[config.mk]
export PLATFORM = sky130hd
export DESIGN_NAME = mips_control_unit
export DESIGN_NICKNAME = d
export VERILOG_FILES = /design/src/rtl/MIPS_pkg.sv /design/src/rtl/mips_alu_decoder.sv /design/src/rtl/mips_control_unit.sv
export SDC_FILE = /design/constraint.sdc
export NUM_CORES = 1
export LEC_CHECK = 0
export BUFFER_PORTS_ARGS = -buffer_cell sky130_fd_sc_hd__buf_2
export CORE_UTILIZATION = 44
export CTS_CLUSTER_DIAMETER = 80
export DETAILED_ROUTE_END_ITERATION = 10
export GPL_ROUTABILITY_DRIVEN = 0
export PLACE_DENSITY = 0.78
export SLEW_MARGIN = 10
export SYNTH_ARGS = -nofsm -noshare
export SYNTH_HDL_FRONTEND = slang
export SYNTH_HIERARCHICAL = 1
export SYNTH_SLANG_ARGS = --single-unit
[constraint.sdc]
create_clock -name clk -period 1.96 [get_ports clk]
set_input_delay 0.392 -clock clk [delete_from_list [all_inputs] [get_ports clk]]
set_output_delay 0.392 -clock clk [all_outputs]
set_load 0.02 [all_outputs]
[src/rtl/MIPS_pkg.sv]
// MIPS_pkg: shared opcode, funct, select and state encodings for the
// multi-cycle MIPS controller.
`default_nettype none

package MIPS_pkg;

  typedef enum logic [5:0] {
    OP_RTYPE = 6'h00,
    OP_J     = 6'h02,
    OP_BEQ   = 6'h04,
    OP_ADDI  = 6'h08,
    OP_LW    = 6'h23,
    OP_SW    = 6'h2B
  } mips_op_e;

  typedef enum logic [5:0] {
    FUNCT_ADD  = 6'h20,
    FUNCT_ADDU = 6'h21,
    FUNCT_SUB  = 6'h22,
    FUNCT_SUBU = 6'h23,
    FUNCT_AND  = 6'h24,
    FUNCT_OR   = 6'h25,
    FUNCT_SLT  = 6'h2A
  } mips_funct_e;

  typedef enum logic [2:0] {
    ALU_AND = 3'd0,
    ALU_OR  = 3'd1,
    ALU_ADD = 3'd2,
    ALU_SUB = 3'd6,
    ALU_SLT = 3'd7
  } mips_alu_ctrl_e;

  typedef enum logic [1:0] {
    SRCB_REGB   = 2'd0,
    SRCB_FOUR   = 2'd1,
    SRCB_IMM    = 2'd2,
    SRCB_IMM_SH = 2'd3
  } mips_alusrcb_e;

  typedef enum logic [1:0] {
    PCSRC_ALU    = 2'd0,
    PCSRC_ALUOUT = 2'd1,
    PCSRC_JUMP   = 2'd2
  } mips_pcsrc_e;

  typedef enum logic [3:0] {
    S_FETCH         = 4'd0,
    S_DECODE        = 4'd1,
    S_MEMADDR       = 4'd2,
    S_MEMREAD       = 4'd3,
    S_MEMWRITEBACK  = 4'd4,
    S_MEMWRITE      = 4'd5,
    S_EXECUTE       = 4'd6,
    S_ALUWRITEBACK  = 4'd7,
    S_BRANCH        = 4'd8,
    S_ADDIEXECUTE   = 4'd9,
    S_ADDIWRITEBACK = 4'd10,
    S_JUMP          = 4'd11
  } mips_state_e;

endpackage

`default_nettype wire

[src/rtl/mips_alu_decoder.sv]
// mips_alu_decoder: maps an R-type funct field to an ALU operation and
// flags whether the funct is one the core implements.
`default_nettype none

module mips_alu_decoder
  import MIPS_pkg::*;
(
  input  mips_funct_e    funct,
  output mips_alu_ctrl_e alu_ctrl,
  output logic           funct_valid
);

  always_comb begin
    alu_ctrl    = ALU_ADD;
    funct_valid = 1'b1;
    case (funct)
      FUNCT_ADD, FUNCT_ADDU: alu_ctrl = ALU_ADD;
      FUNCT_SUB, FUNCT_SUBU: alu_ctrl = ALU_SUB;
      FUNCT_AND:             alu_ctrl = ALU_AND;
      FUNCT_OR:              alu_ctrl = ALU_OR;
      FUNCT_SLT:             alu_ctrl = ALU_SLT;
      default:               funct_valid = 1'b0;
    endcase
  end

endmodule

`default_nettype wire

[src/rtl/mips_control_unit.sv]
// mips_control_unit: multi-cycle main controller; sequences each instruction
// through fetch/decode/execute states and drives all datapath controls.
`default_nettype none

module mips_control_unit
  import MIPS_pkg::*;
(
  input  logic           clk,
  input  logic           rst_n,
  input  mips_op_e       op,
  input  mips_funct_e    funct,
  input  logic           zero,
  input  logic           mem_ready,
  output logic           mem_read,
  output logic           mem_write,
  output logic           iord,
  output logic           ir_write,
  output logic           pc_en,
  output mips_pcsrc_e    pc_src,
  output logic           alu_src_a,
  output mips_alusrcb_e  alu_src_b,
  output mips_alu_ctrl_e alu_ctrl,
  output logic           reg_dst,
  output logic           mem_to_reg,
  output logic           reg_write,
  output logic           illegal_instr,
  output mips_state_e    state
);

  mips_state_e    next_state;
  mips_alu_ctrl_e dec_ctrl;
  logic           funct_valid;

  mips_alu_decoder u_alu_dec (
    .funct       (funct),
    .alu_ctrl    (dec_ctrl),
    .funct_valid (funct_valid)
  );

  always_ff @(posedge clk) begin
    if (!rst_n) state <= S_FETCH;
    else        state <= next_state;
  end

  always_comb begin
    next_state    = S_FETCH;
    mem_read      = 1'b0;
    mem_write     = 1'b0;
    iord          = 1'b0;
    ir_write      = 1'b0;
    pc_en         = 1'b0;
    pc_src        = PCSRC_ALU;
    alu_src_a     = 1'b0;
    alu_src_b     = SRCB_REGB;
    alu_ctrl      = ALU_ADD;
    reg_dst       = 1'b0;
    mem_to_reg    = 1'b0;
    reg_write     = 1'b0;
    illegal_instr = 1'b0;

    case (state)
      S_FETCH: begin
        mem_read  = 1'b1;
        alu_src_b = SRCB_FOUR;
        if (mem_ready) begin
          ir_write   = 1'b1;
          pc_en      = 1'b1;
          next_state = S_DECODE;
        end else begin
          next_state = S_FETCH;
        end
      end
      S_DECODE: begin
        alu_src_b = SRCB_IMM_SH;
        case (op)
          OP_LW, OP_SW: next_state = S_MEMADDR;
          OP_BEQ:       next_state = S_BRANCH;
          OP_ADDI:      next_state = S_ADDIEXECUTE;
          OP_J:         next_state = S_JUMP;
          OP_RTYPE: begin
            if (funct_valid) next_state = S_EXECUTE;
            else             illegal_instr = 1'b1;
          end
          default:      illegal_instr = 1'b1;
        endcase
      end
      S_MEMADDR: begin
        alu_src_a  = 1'b1;
        alu_src_b  = SRCB_IMM;
        next_state = (op == OP_LW) ? S_MEMREAD : S_MEMWRITE;
      end
      S_MEMREAD: begin
        iord       = 1'b1;
        mem_read   = 1'b1;
        next_state = mem_ready ? S_MEMWRITEBACK : S_MEMREAD;
      end
      S_MEMWRITEBACK: begin
        mem_to_reg = 1'b1;
        reg_write  = 1'b1;
      end
      S_MEMWRITE: begin
        iord       = 1'b1;
        mem_write  = 1'b1;
        next_state = mem_ready ? S_FETCH : S_MEMWRITE;
      end
      S_EXECUTE: begin
        alu_src_a  = 1'b1;
        alu_ctrl   = dec_ctrl;
        next_state = S_ALUWRITEBACK;
      end
      S_ALUWRITEBACK: begin
        reg_dst   = 1'b1;
        reg_write = 1'b1;
      end
      S_BRANCH: begin
        alu_src_a = 1'b1;
        alu_ctrl  = ALU_SUB;
        pc_src    = PCSRC_ALUOUT;
        pc_en     = zero;
      end
      S_ADDIEXECUTE: begin
        alu_src_a  = 1'b1;
        alu_src_b  = SRCB_IMM;
        next_state = S_ADDIWRITEBACK;
      end
      S_ADDIWRITEBACK: reg_write = 1'b1;
      S_JUMP: begin
        pc_src = PCSRC_JUMP;
        pc_en  = 1'b1;
      end
      default: next_state = S_FETCH;
    endcase

    // Reset overrides everything so no enable or select leaks out mid-instruction.
    if (!rst_n) begin
      mem_read      = 1'b0;
      mem_write     = 1'b0;
      iord          = 1'b0;
      ir_write      = 1'b0;
      pc_en         = 1'b0;
      pc_src        = PCSRC_ALU;
      alu_src_a     = 1'b0;
      alu_src_b     = SRCB_REGB;
      alu_ctrl      = ALU_ADD;
      reg_dst       = 1'b0;
      mem_to_reg    = 1'b0;
      reg_write     = 1'b0;
      illegal_instr = 1'b0;
    end
  end

endmodule

`default_nettype wire

==> results of run 1 <==
## area by class of cell
type | count | area [sq um] | share of cell area, %
multi-input cells | 83 | 597 | 57.5
well taps | 16 | 20.0 | 1.93
repair buffers | 48 | 299 | 28.8
inverters | 5 | 18.8 | 1.81
clock buffers | 3 | 22.5 | 2.17
flip-flops and latches | 4 | 81.3 | 7.83
## tightest hold or removal path, stage by stage
cell     delay [ns]
buf_2          0.16
o21ai_2        0.12
a21oi_1        0.05
## per-stage QoR
stage	cells	hold WS, ns
after floorplan	99	0.556
after global placement	155	0.630
after detailed placement	155	0.629
after CTS	158	0.521
after global routing	159	0.553
final	159	0.545
## layout by cell type, fill, tap and decap left out, types with 2 or more instances in the layout
cell / netlist / layout
buf_2: 3 / 32
dfxtp_1: 4 / 3
or3b_1: 2 / 2
nand3_1: 2 / 2
nand2_1: 5 / 5
o21a_1: 2 / 2
buf_4: 0 / 12
a21oi_1: 5 / 5
o21ai_1: 2 / 2
buf_6: 2 / 3
inv_1: 5 / 5
nor3_1: 8 / 8
nand3b_1: 3 / 3
nand4bb_1: 2 / 2
nand2b_1: 6 / 4
a2111oi_2: 1 / 2
nand2b_4: 1 / 3
a31oi_1: 3 / 3
o21ai_0: 5 / 5
a22oi_1: 2 / 2
clkbuf_4: 0 / 3
nor2_1: 8 / 8
xor2_1: 2 / 2
or3_4: 1 / 2
## power breakdown
part / internal [mW] / switching [mW] / leakage (nW)
clock network: 0.0682 / 0.0292 / 0.0138
logic: 0.0589 / 0.0698 / 0.403
registers: 0.0836 / 0.00271 / 0.0330
total: 0.211 / 0.102 / 0.450
## final timing paths
| path | start | endpoint | cells past startpoint |
|---|---|---|---|
| max | funct[0] | illegal_instr | 7 |
| min | rst_n | state[2] | 3 |
| max reg2reg | state[3] | state[0] | 4 |
| min reg2reg | state[2] | state[3] | 2 |
## timing repair
item                                    CTS  global route
resized for setup                         5            12
setup buffers                             0             1
hold buffers                              0             0
hold endpoints to repair                  0             0
endpoints found under the setup margin    3             4
pin swaps                                 1             2
## per-layer routing
metal  vias up  global-route usage, %
li1        465                      -
met1       421                   29.0
met2        26                   48.1
met3         4                   2.59
met4         0                   12.9
met5         -                      0
## kinds of logic after synthesis
group | after synthesis | synth area share (%)
buf+inv | 12 | 9.07
compound gates | 28 | 27.8
xor+xnor | 3 | 3.74
mux | 1 | 1.60
flops | 4 | 11.4
simple gates | 51 | 46.4
==> flow_summary.yaml, run 1 <==
place:
  placed_area_sq_um: 941
  numPortBuffers: 36
  worst_slack_after_detailed_placement_ns: -0.129
  hpwlAfterDp_microns: 1650
synthesis:
  syn-instance-count: 99
  yosysUniqueCellTypes: 44
  synthesis.nets: 115
  synth_sequential_area_ratio_pct: 11.4
  synth.cell_area_sq_um: 703
  yosys-top-cells-area: "dfxtp_1 (11%), nor3_1 (5.7%), nand2b_1 (5.3%), nor2_1 (4.3%), a21oi_1 (3.6%)"
  number_of_flip_flops_and_latches_in_the_synthesized_netlist: 4
  synth_top_cell_area_share_pct: 11.4
  synth-main-ff-cell: "dfxtp_1"
  netlist.top_cell.by_area: "dfxtp_1"
  avgSynthCellArea_sq_um: 7.10
  synth.top_cells.by_count: "nor2_1 (8), nor3_1 (8), nand2b_1 (6)"
  synth-async-reset-ratio_pct: 0
  yosysWarnings: 6
  synth_edf_count: 0
clock_network:
  htree_levels: 1
  worst_setup_hold_path_clk_slew_ns: 0.04
  ctsLongestPathBuffers: 2
  cts_root_buf: "clkbuf_4"
  tritoncts_clock_tree: "built"
  clock_sinks: 4
  tritoncts.num_buffers: 3
  insertion_delay_ns: 0.23
layout:
  layout-drive-gt1-share_pct: 46.2
  final_nets: 161
  largest_register_ff_count: 4
  synthToLayoutAreaGrowth_pct: 47.7
  postLayoutCoreUtil_pct: 68.9
  fill_cells: 136
  design_area_sq_um: 1040
  biggestRegsByFlops: "state (4)"
  num_antenna_cells: 0
  largest-register: "state"
timing:
  hold_viol_final: 0
  final.period_utilization_pct: 104
  total_setup_violations_reported_at_the_end_of_the_flow: 2
  skew_ns: 0.00704
  timing.setup.tns_ns: -0.0936
  timing.final.crit_period_ns: 2.04
  fin_ws_ns: -0.0846
  tightest_slew_ns: 0.372
  fmax_mhz: 489
  slew_violations: 0
  slew_headroom_pct: 75.0
  unrepaired_setup_endpoints_after_global_routing: "true"
power:
  leakage_nw: 0.450
  irDropWorstVdd_mv: 0.224
  total_power_uw: 312
  cellPowerDensity_nw_per_um2: 301
critical_path:
  start_kind: "primary input"
  setup.worst_path.class: "in2out"
  critical_path.max_stage_delay_ns: 0.36
  critPathSlowestCell: "o311a_1"
  timing.critical_path.buf_inv: 2
  critical_path_arrival_ns: 1.65
  timing.critical_path.max_delay_family: "compound AO/OA/AOI/OAI gates"
  critPathMaxFanout: 4
  timing.critical_path.cells: "buf_8 > nand2b_4 > a221oi_2 > nor3b_2 > a31oi_1 > o311a_1 > buf_6"
  end_kind: "output pin"
  critPathRequiredTime_ns: 1.57
  reg2reg_slack_ns: 0.54
grt:
  globalRouteTotalUtil_pct: 26.0
  number_of_global_route_vias_before_repair: 877
  maximum_number_of_pins_on_one_net_before_global_route_repair: 17
  grt_antenna_before_repair: 0
  grt-ovfl-total: 0
  first_pass_grt_wire_length_microns: 3690
detailed_routing:
  wl_per_cell_microns: 13.7
  routed_via_density: 5.76
  first_pass_iters: 5
  met2_length_microns: 1200
  drt-total-wl_microns: 2180
  detailed_route_wire_length_on_metal_1_microns: 882
  first_iter_violations: 15
  detailroute.via_count: 916
  drc_errors: 0
  dr_wl_met3_microns: 60
  maxUsedRoutingLayer: "met4"
  antenna_left: 0
floorplan:
  start_util_pct: 46.7
  floorplan.io_pins: 37
  core.rowCount: 14
  die_h_microns: 42.0
  coreArea_sq_um: 1510
  dieArea_sq_um: 1760
  floorplan.die.width_microns: 42.0
min_path:
  type_of_the_tightest_min_delay_check: "in2reg"
outcome:
  failed_checks: "setup timing"
  run_status: "complete, but fails checks"
run:
  drv.max_cap_violation_count: 0
Note: power is estimated with default switching activity, not from simulation.
==> inputs of run 2 (changes only) <==
Settings changed: CORE_UTILIZATION 44 to 47, PLACE_DENSITY 0.78 to 0.83, RECOVER_POWER from default to 100.
Clock period 1.96 ns to 2.4 ns, I/O delays scaled along.
==> run 2 against run 1 <==
Against the previous run:
- critical endpoint unchanged
- global-route usage increased by 2.0 points
- clock-buffer cell count unchanged
- the run now ends clean
- total power decreased by 23%
- via count down 2.4%
- combinational power fell by 35%
- hold slack better by 0.13 ns
- routed wire length fell by 9.2%
- final area is 16% lower
==> flow_summary.yaml, run 2 (synthesized netlist as in run 1, its figures left out) <==
critical_path:
  critPathMaxFanout: 4
  timing.critical_path.buf_inv: 2
  end_kind: "output pin"
  critical_path.reg2reg.startpoint: "state[2]"
  critical_path.max_stage_delay_ns: 0.32
  critPathRequiredTime_ns: 1.92
  critical_path_depth: 7
  reg2reg_depth: 4
  setup.worst_path.class: "in2out"
  critPathSlowestCell: "a221oi_1"
  start_kind: "primary input"
  reg2reg_slack_ns: 0.72
  reg2reg_to: "state[3]"
  timing.critical_path.cells: "buf_2 > nand2b_1 > a221oi_1 > nor3b_2 > a31oi_1 > o311a_1 > buf_2"
  critical-path-top-cell-by-count: "buf_2"
  critical_path_arrival_ns: 1.85
  timing.critical_path.max_delay_family: "compound AO/OA/AOI/OAI gates"
floorplan:
  floorplan.die.width_microns: 40.7
  die_h_microns: 40.7
  coreArea_sq_um: 1350
  dieArea_sq_um: 1650
  core.rowCount: 13
  floorplan.io_pins: 37
  start_util_pct: 52.1
layout:
  synthToLayoutAreaGrowth_pct: 24.7
  fill_cells: 147
  num_antenna_cells: 0
  layout-drive-gt1-share_pct: 24.4
  final_nets: 153
  final_cell_mix: "buf_2 (21), clkbuf_1 (16), nor3_1 (8), nor2_1 (8)"
  mostFrequentLayoutCell: "buf_2"
  biggestRegsByFlops: "state (4)"
  largest-register: "state"
  largest_register_ff_count: 4
timing:
  tightest_slew_ns: 0.602
  slew_violations: 0
  slew_headroom_pct: 59.9
  timing.final.crit_period_ns: 2.33
  fin_ws_ns: 0.0667
  fmax_mhz: 429
  total_setup_violations_reported_at_the_end_of_the_flow: 0
  skew_ns: 0.00607
  hold_viol_final: 0
  final.period_utilization_pct: 97.2
  timing.setup.tns_ns: 0
  unrepaired_setup_endpoints_after_global_routing: "false"
detailed_routing:
  routed_via_density: 5.96
  first_pass_iters: 4
  drc_errors: 0
  first_iter_violations: 14
  wl_per_cell_microns: 13.2
  antenna_left: 0
  detailroute.via_count: 894
  drt-total-wl_microns: 1980
power:
  leakage_nw: 0.322
  comb_power_share_pct: 35.2
  cellPowerDensity_nw_per_um2: 273
  pwr-share-seq_pct: 29.5
  irDropWorstVdd_mv: 0.178
  p_int_uw: 158
  power.clock.fraction_pct: 35.3
  swShare_pct: 33.9
  p_switching_uw: 81.2
outcome:
  run_status: "completed"
grt:
  grt.met2_usage_pct: 50.4
  first_pass_grt_wire_length_microns: 3080
  grtUsageMet1_pct: 31.7
  grt-ovfl-total: 0
  grt_use_met3_pct: 5.43
  globalRouteTotalUtil_pct: 28.0
  grt_antenna_before_repair: 0
  maximum_number_of_pins_on_one_net_before_global_route_repair: 17
  globalRoute.busiestLayer: "met2"
  number_of_global_route_vias_before_repair: 735
min_path:
  min_delay_path_depth: 4
  type_of_the_tightest_min_delay_check: "in2reg"
  worst_hold_path.endpoint: "state[3]"
  hold_path.startpoint: "op[4]"
clock_network:
  cts.repair_timing.setup_buffer_count: 0
  tritoncts_clock_tree: "built"
  ctsHoldBuffers: 0
  clock_sinks: 4
  ctsLongestPathBuffers: 2
  cts_root_buf: "clkbuf_4"
  post_cts_resize_count: 0
  worst_setup_hold_path_clk_slew_ns: 0.03
  htree_levels: 1
  tritoncts.num_buffers: 3
  insertion_delay_ns: 0.24
place:
  worst_slack_after_detailed_placement_ns: 0.0821
  hpwlAfterDp_microns: 1500
  numPortBuffers: 36
run:
  drv.max_cap_violation_count: 0
run 2: worst max path at each step:
| stage | from | end | slack [ns] |
|---|---|---|---|
| after floorplan | funct[4] | alu_ctrl[2] | 0.30 |
| after global placement | funct[0] | illegal_instr | 0.17 |
| after detailed placement | funct[0] | illegal_instr | 0.08 |
| after CTS | funct[0] | illegal_instr | 0.08 |
| after global routing | state[3] | pc_src[0] | 0.004 |
| final | funct[0] | illegal_instr | 0.07 |
run 2: power by group through the flow:
stage	Sequential [mW]	Clock, mW	Combinational, mW
global route	0.0705	0.0933	0.0931
detailed placement	0.0716	0	0.0864
floorplan	0.0726	0	0.0497
global placement	0.0714	0	0.0834
finish	0.0705	0.0846	0.0843
CTS	0.0705	0.0847	0.0868
run 2: worst min-delay path, cell delays in order:
cell	delay (ns)
buf_2	0.12
nor3_1	0.05
o211ai_1	0.12
a2111oi_2	0.08
run 2: through the flow:
step / total power [mW] / std cells / hold slack (ns) / util [%] / instance area (sq um)
2_1_floorplan: 0.122 / 99 / 0.644 / - / 703
3_3_place_gp: 0.155 / 147 / 0.702 / 65.7 / 887
3_5_place_dp: 0.158 / 147 / 0.708 / 65.7 / 887
4_1_cts: 0.242 / 150 / 0.590 / 67.4 / 910
5_1_grt: 0.257 / 150 / 0.704 / 65.0 / 877
6_report: 0.239 / 150 / 0.670 / 65.0 / 877
run 2: final cells by class:
class,instances,area [sq um],share of cell area [%]
clock buffer,3,22.5,2.57
inverter,5,18.8,2.14
multi-input combinational,83,554,63.2
sequential,4,80.1,9.13
tap,15,18.8,2.14
timing repair buffer,40,183,20.8
run 2: metal layers:
metal	vias up	share of wire [%]
li1	443	-
met4	0	1.1
met2	37	51
met3	4	5.9
met1	410	42
met5	-	0
==> inputs of run 3 (changes only) <==
--- a/config.mk
+++ b/config.mk
@@ -8,3 +8,4 @@
 export BUFFER_PORTS_ARGS = -buffer_cell sky130_fd_sc_hd__buf_2
-export CORE_UTILIZATION = 47
+export CORE_UTILIZATION = 50
+export CTS_BUF_LIST = sky130_fd_sc_hd__clkbuf_4 sky130_fd_sc_hd__clkbuf_8
 export CTS_CLUSTER_DIAMETER = 80
@@ -12,3 +13,3 @@
 export GPL_ROUTABILITY_DRIVEN = 0
-export PLACE_DENSITY = 0.83
+export PLACE_DENSITY = 0.88
 export RECOVER_POWER = 100
--- a/constraint.sdc
+++ b/constraint.sdc
@@ -3,2 +3,2 @@
 set_output_delay 0.48 -clock clk [all_outputs]
-set_load 0.02 [all_outputs]
+set_load 0.005 [all_outputs]
==> run 3 against run 2 <==
Against the previous run:
- sequential cell count is the same
- final area shrank 0.14%
- sequential power is essentially flat
- die area shrank 5.7%
- first-iteration DRC count shrank 29%
- clock power shrank 3.0%
- hold slack lost 0.068 ns
- critical path type unchanged
- critical endpoint unchanged
==> flow_summary.yaml, run 3 (synthesized netlist as in run 1, its figures left out) <==
outcome:
  run_status: "completed"
floorplan:
  start_util_pct: 54.0
  floorplan.io_pins: 37
  dieArea_sq_um: 1560
  coreArea_sq_um: 1300
  floorplan.die.width_microns: 39.5
  die_h_microns: 39.5
  core.rowCount: 13
detailed_routing:
  antenna_left: 0
  first_pass_iters: 4
  drt-total-wl_microns: 1920
  drc_errors: 0
  first_iter_violations: 10
  wl_per_cell_microns: 12.8
  detailroute.via_count: 885
  routed_via_density: 5.90
layout:
  final_nets: 153
  largest_register_ff_count: 4
  num_antenna_cells: 0
  layout-drive-gt1-share_pct: 24.4
  final_cell_mix: "buf_2 (23), clkbuf_1 (15), nor3_1 (8), nor2_1 (8)"
  mostFrequentLayoutCell: "buf_2"
  design_area_sq_um: 876
  register_area_sq_um: 80.1
  multi_input_comb_area_sq_um: 553
  fill_cells: 138
  largest-register: "state"
  biggestRegsByFlops: "state (4)"
  synthToLayoutAreaGrowth_pct: 24.6
critical_path:
  critical_path_arrival_ns: 1.78
  start_kind: "primary input"
  reg2reg_depth: 5
  critPathRequiredTime_ns: 1.92
  reg2reg_slack_ns: 0.72
  end_kind: "output pin"
  critical_path.reg2reg.startpoint: "state[1]"
  reg2reg_to: "state[1]"
  critPathMaxFanout: 4
  setup.worst_path.class: "in2out"
power:
  cellPowerDensity_nw_per_um2: 260
  irDropWorstVdd_mv: 0.246
  leakage_nw: 0.320
  p_switching_uw: 69.6
  pwr-share-seq_pct: 30.9
  total_power_uw: 228
  comb_power_share_pct: 33.0
  swShare_pct: 30.5
  p_int_uw: 158
  power.clock.fraction_pct: 36.0
place:
  numPortBuffers: 36
  worst_slack_after_detailed_placement_ns: 0.121
  placed_area_sq_um: 887
  hpwlAfterDp_microns: 1550
clock_network:
  ctsHoldBuffers: 0
  cts_root_buf: "clkbuf_4"
  worst_setup_hold_path_clk_slew_ns: 0.04
  insertion_delay_ns: 0.23
  tritoncts_clock_tree: "built"
  tritoncts.num_buffers: 3
  post_cts_resize_count: 0
  htree_levels: 1
  cts.repair_timing.setup_buffer_count: 0
  ctsLongestPathBuffers: 2
  clock_sinks: 4
grt:
  grt-ovfl-total: 0
  globalRouteTotalUtil_pct: 25.8
  grt_antenna_before_repair: 0
  first_pass_grt_wire_length_microns: 2900
  number_of_global_route_vias_before_repair: 749
  maximum_number_of_pins_on_one_net_before_global_route_repair: 16
min_path:
  type_of_the_tightest_min_delay_check: "in2reg"
  worst_hold_path.endpoint: "state[1]"
  hold_path.startpoint: "rst_n"
  min_delay_path_depth: 3
timing:
  tightest_slew_ns: 0.527
  unrepaired_setup_endpoints_after_global_routing: "false"
  timing.final.crit_period_ns: 2.26
  final.period_utilization_pct: 94.0
  timing.setup.tns_ns: 0
  slew_violations: 0
  slew_headroom_pct: 64.9
  total_setup_violations_reported_at_the_end_of_the_flow: 0
  skew_ns: 0.00270
  hold_viol_final: 0
  fin_ws_ns: 0.143
  fmax_mhz: 443
  timing.hold.ws_ns: 0.602
run:
  drv.max_cap_violation_count: 0
-- run 3: through the flow --
stage / util (%) / instances
CTS: 69.9 / 150
detailed placement: 68.2 / 147
global route: 67.3 / 150
floorplan: - / 99
global placement: 68.2 / 147
finish: 67.3 / 150
-- run 3: critical path: stages --
cell and delay [ns]:
buf_2 0.12, nand2b_1 0.13, a221oi_1 0.32, nor3b_2 0.27
a31oi_1 0.07, o311a_1 0.29, clkbuf_1 0.10
-- run 3: routing by layer --
metal	up-vias	share of wire [%]	wire length, microns	track usage [%]
li1	448	-	-	-
met1	402	42	799	27.7
met3	2	4.8	93	3.41
met2	33	53	1020	52.5
met5	-	0	0	0
met4	0	0.42	8	3.45
-- run 3: worst max-delay path by stage --
stage / start / endpoint / slack, ns
floorplan: funct[4] / alu_ctrl[1] / 0.49
finish: funct[0] / illegal_instr / 0.14
detailed placement: funct[0] / illegal_instr / 0.12
global placement: funct[0] / illegal_instr / 0.20
global route: funct[0] / illegal_instr / 0.06
CTS: funct[0] / illegal_instr / 0.11
-- run 3: final cells by class --
class | count | area share [%]
Clock buffer | 3 | 2.57
Inverter | 5 | 2.14
Multi-Input combinational cell | 83 | 63.1
Sequential cell | 4 | 9.14
Tap cell | 15 | 2.14
Timing Repair Buffer | 40 | 20.9
-- run 3: power by group through the flow --
stage          clock network [mW]  registers, mW  logic [mW]
2_1_floorplan                   0         0.0710      0.0426
5_1_grt                    0.0896         0.0705      0.0829
6_report                   0.0821         0.0705      0.0753
3_5_place_dp                    0         0.0716      0.0779
4_1_cts                    0.0825         0.0706      0.0781
3_3_place_gp                    0         0.0715      0.0742
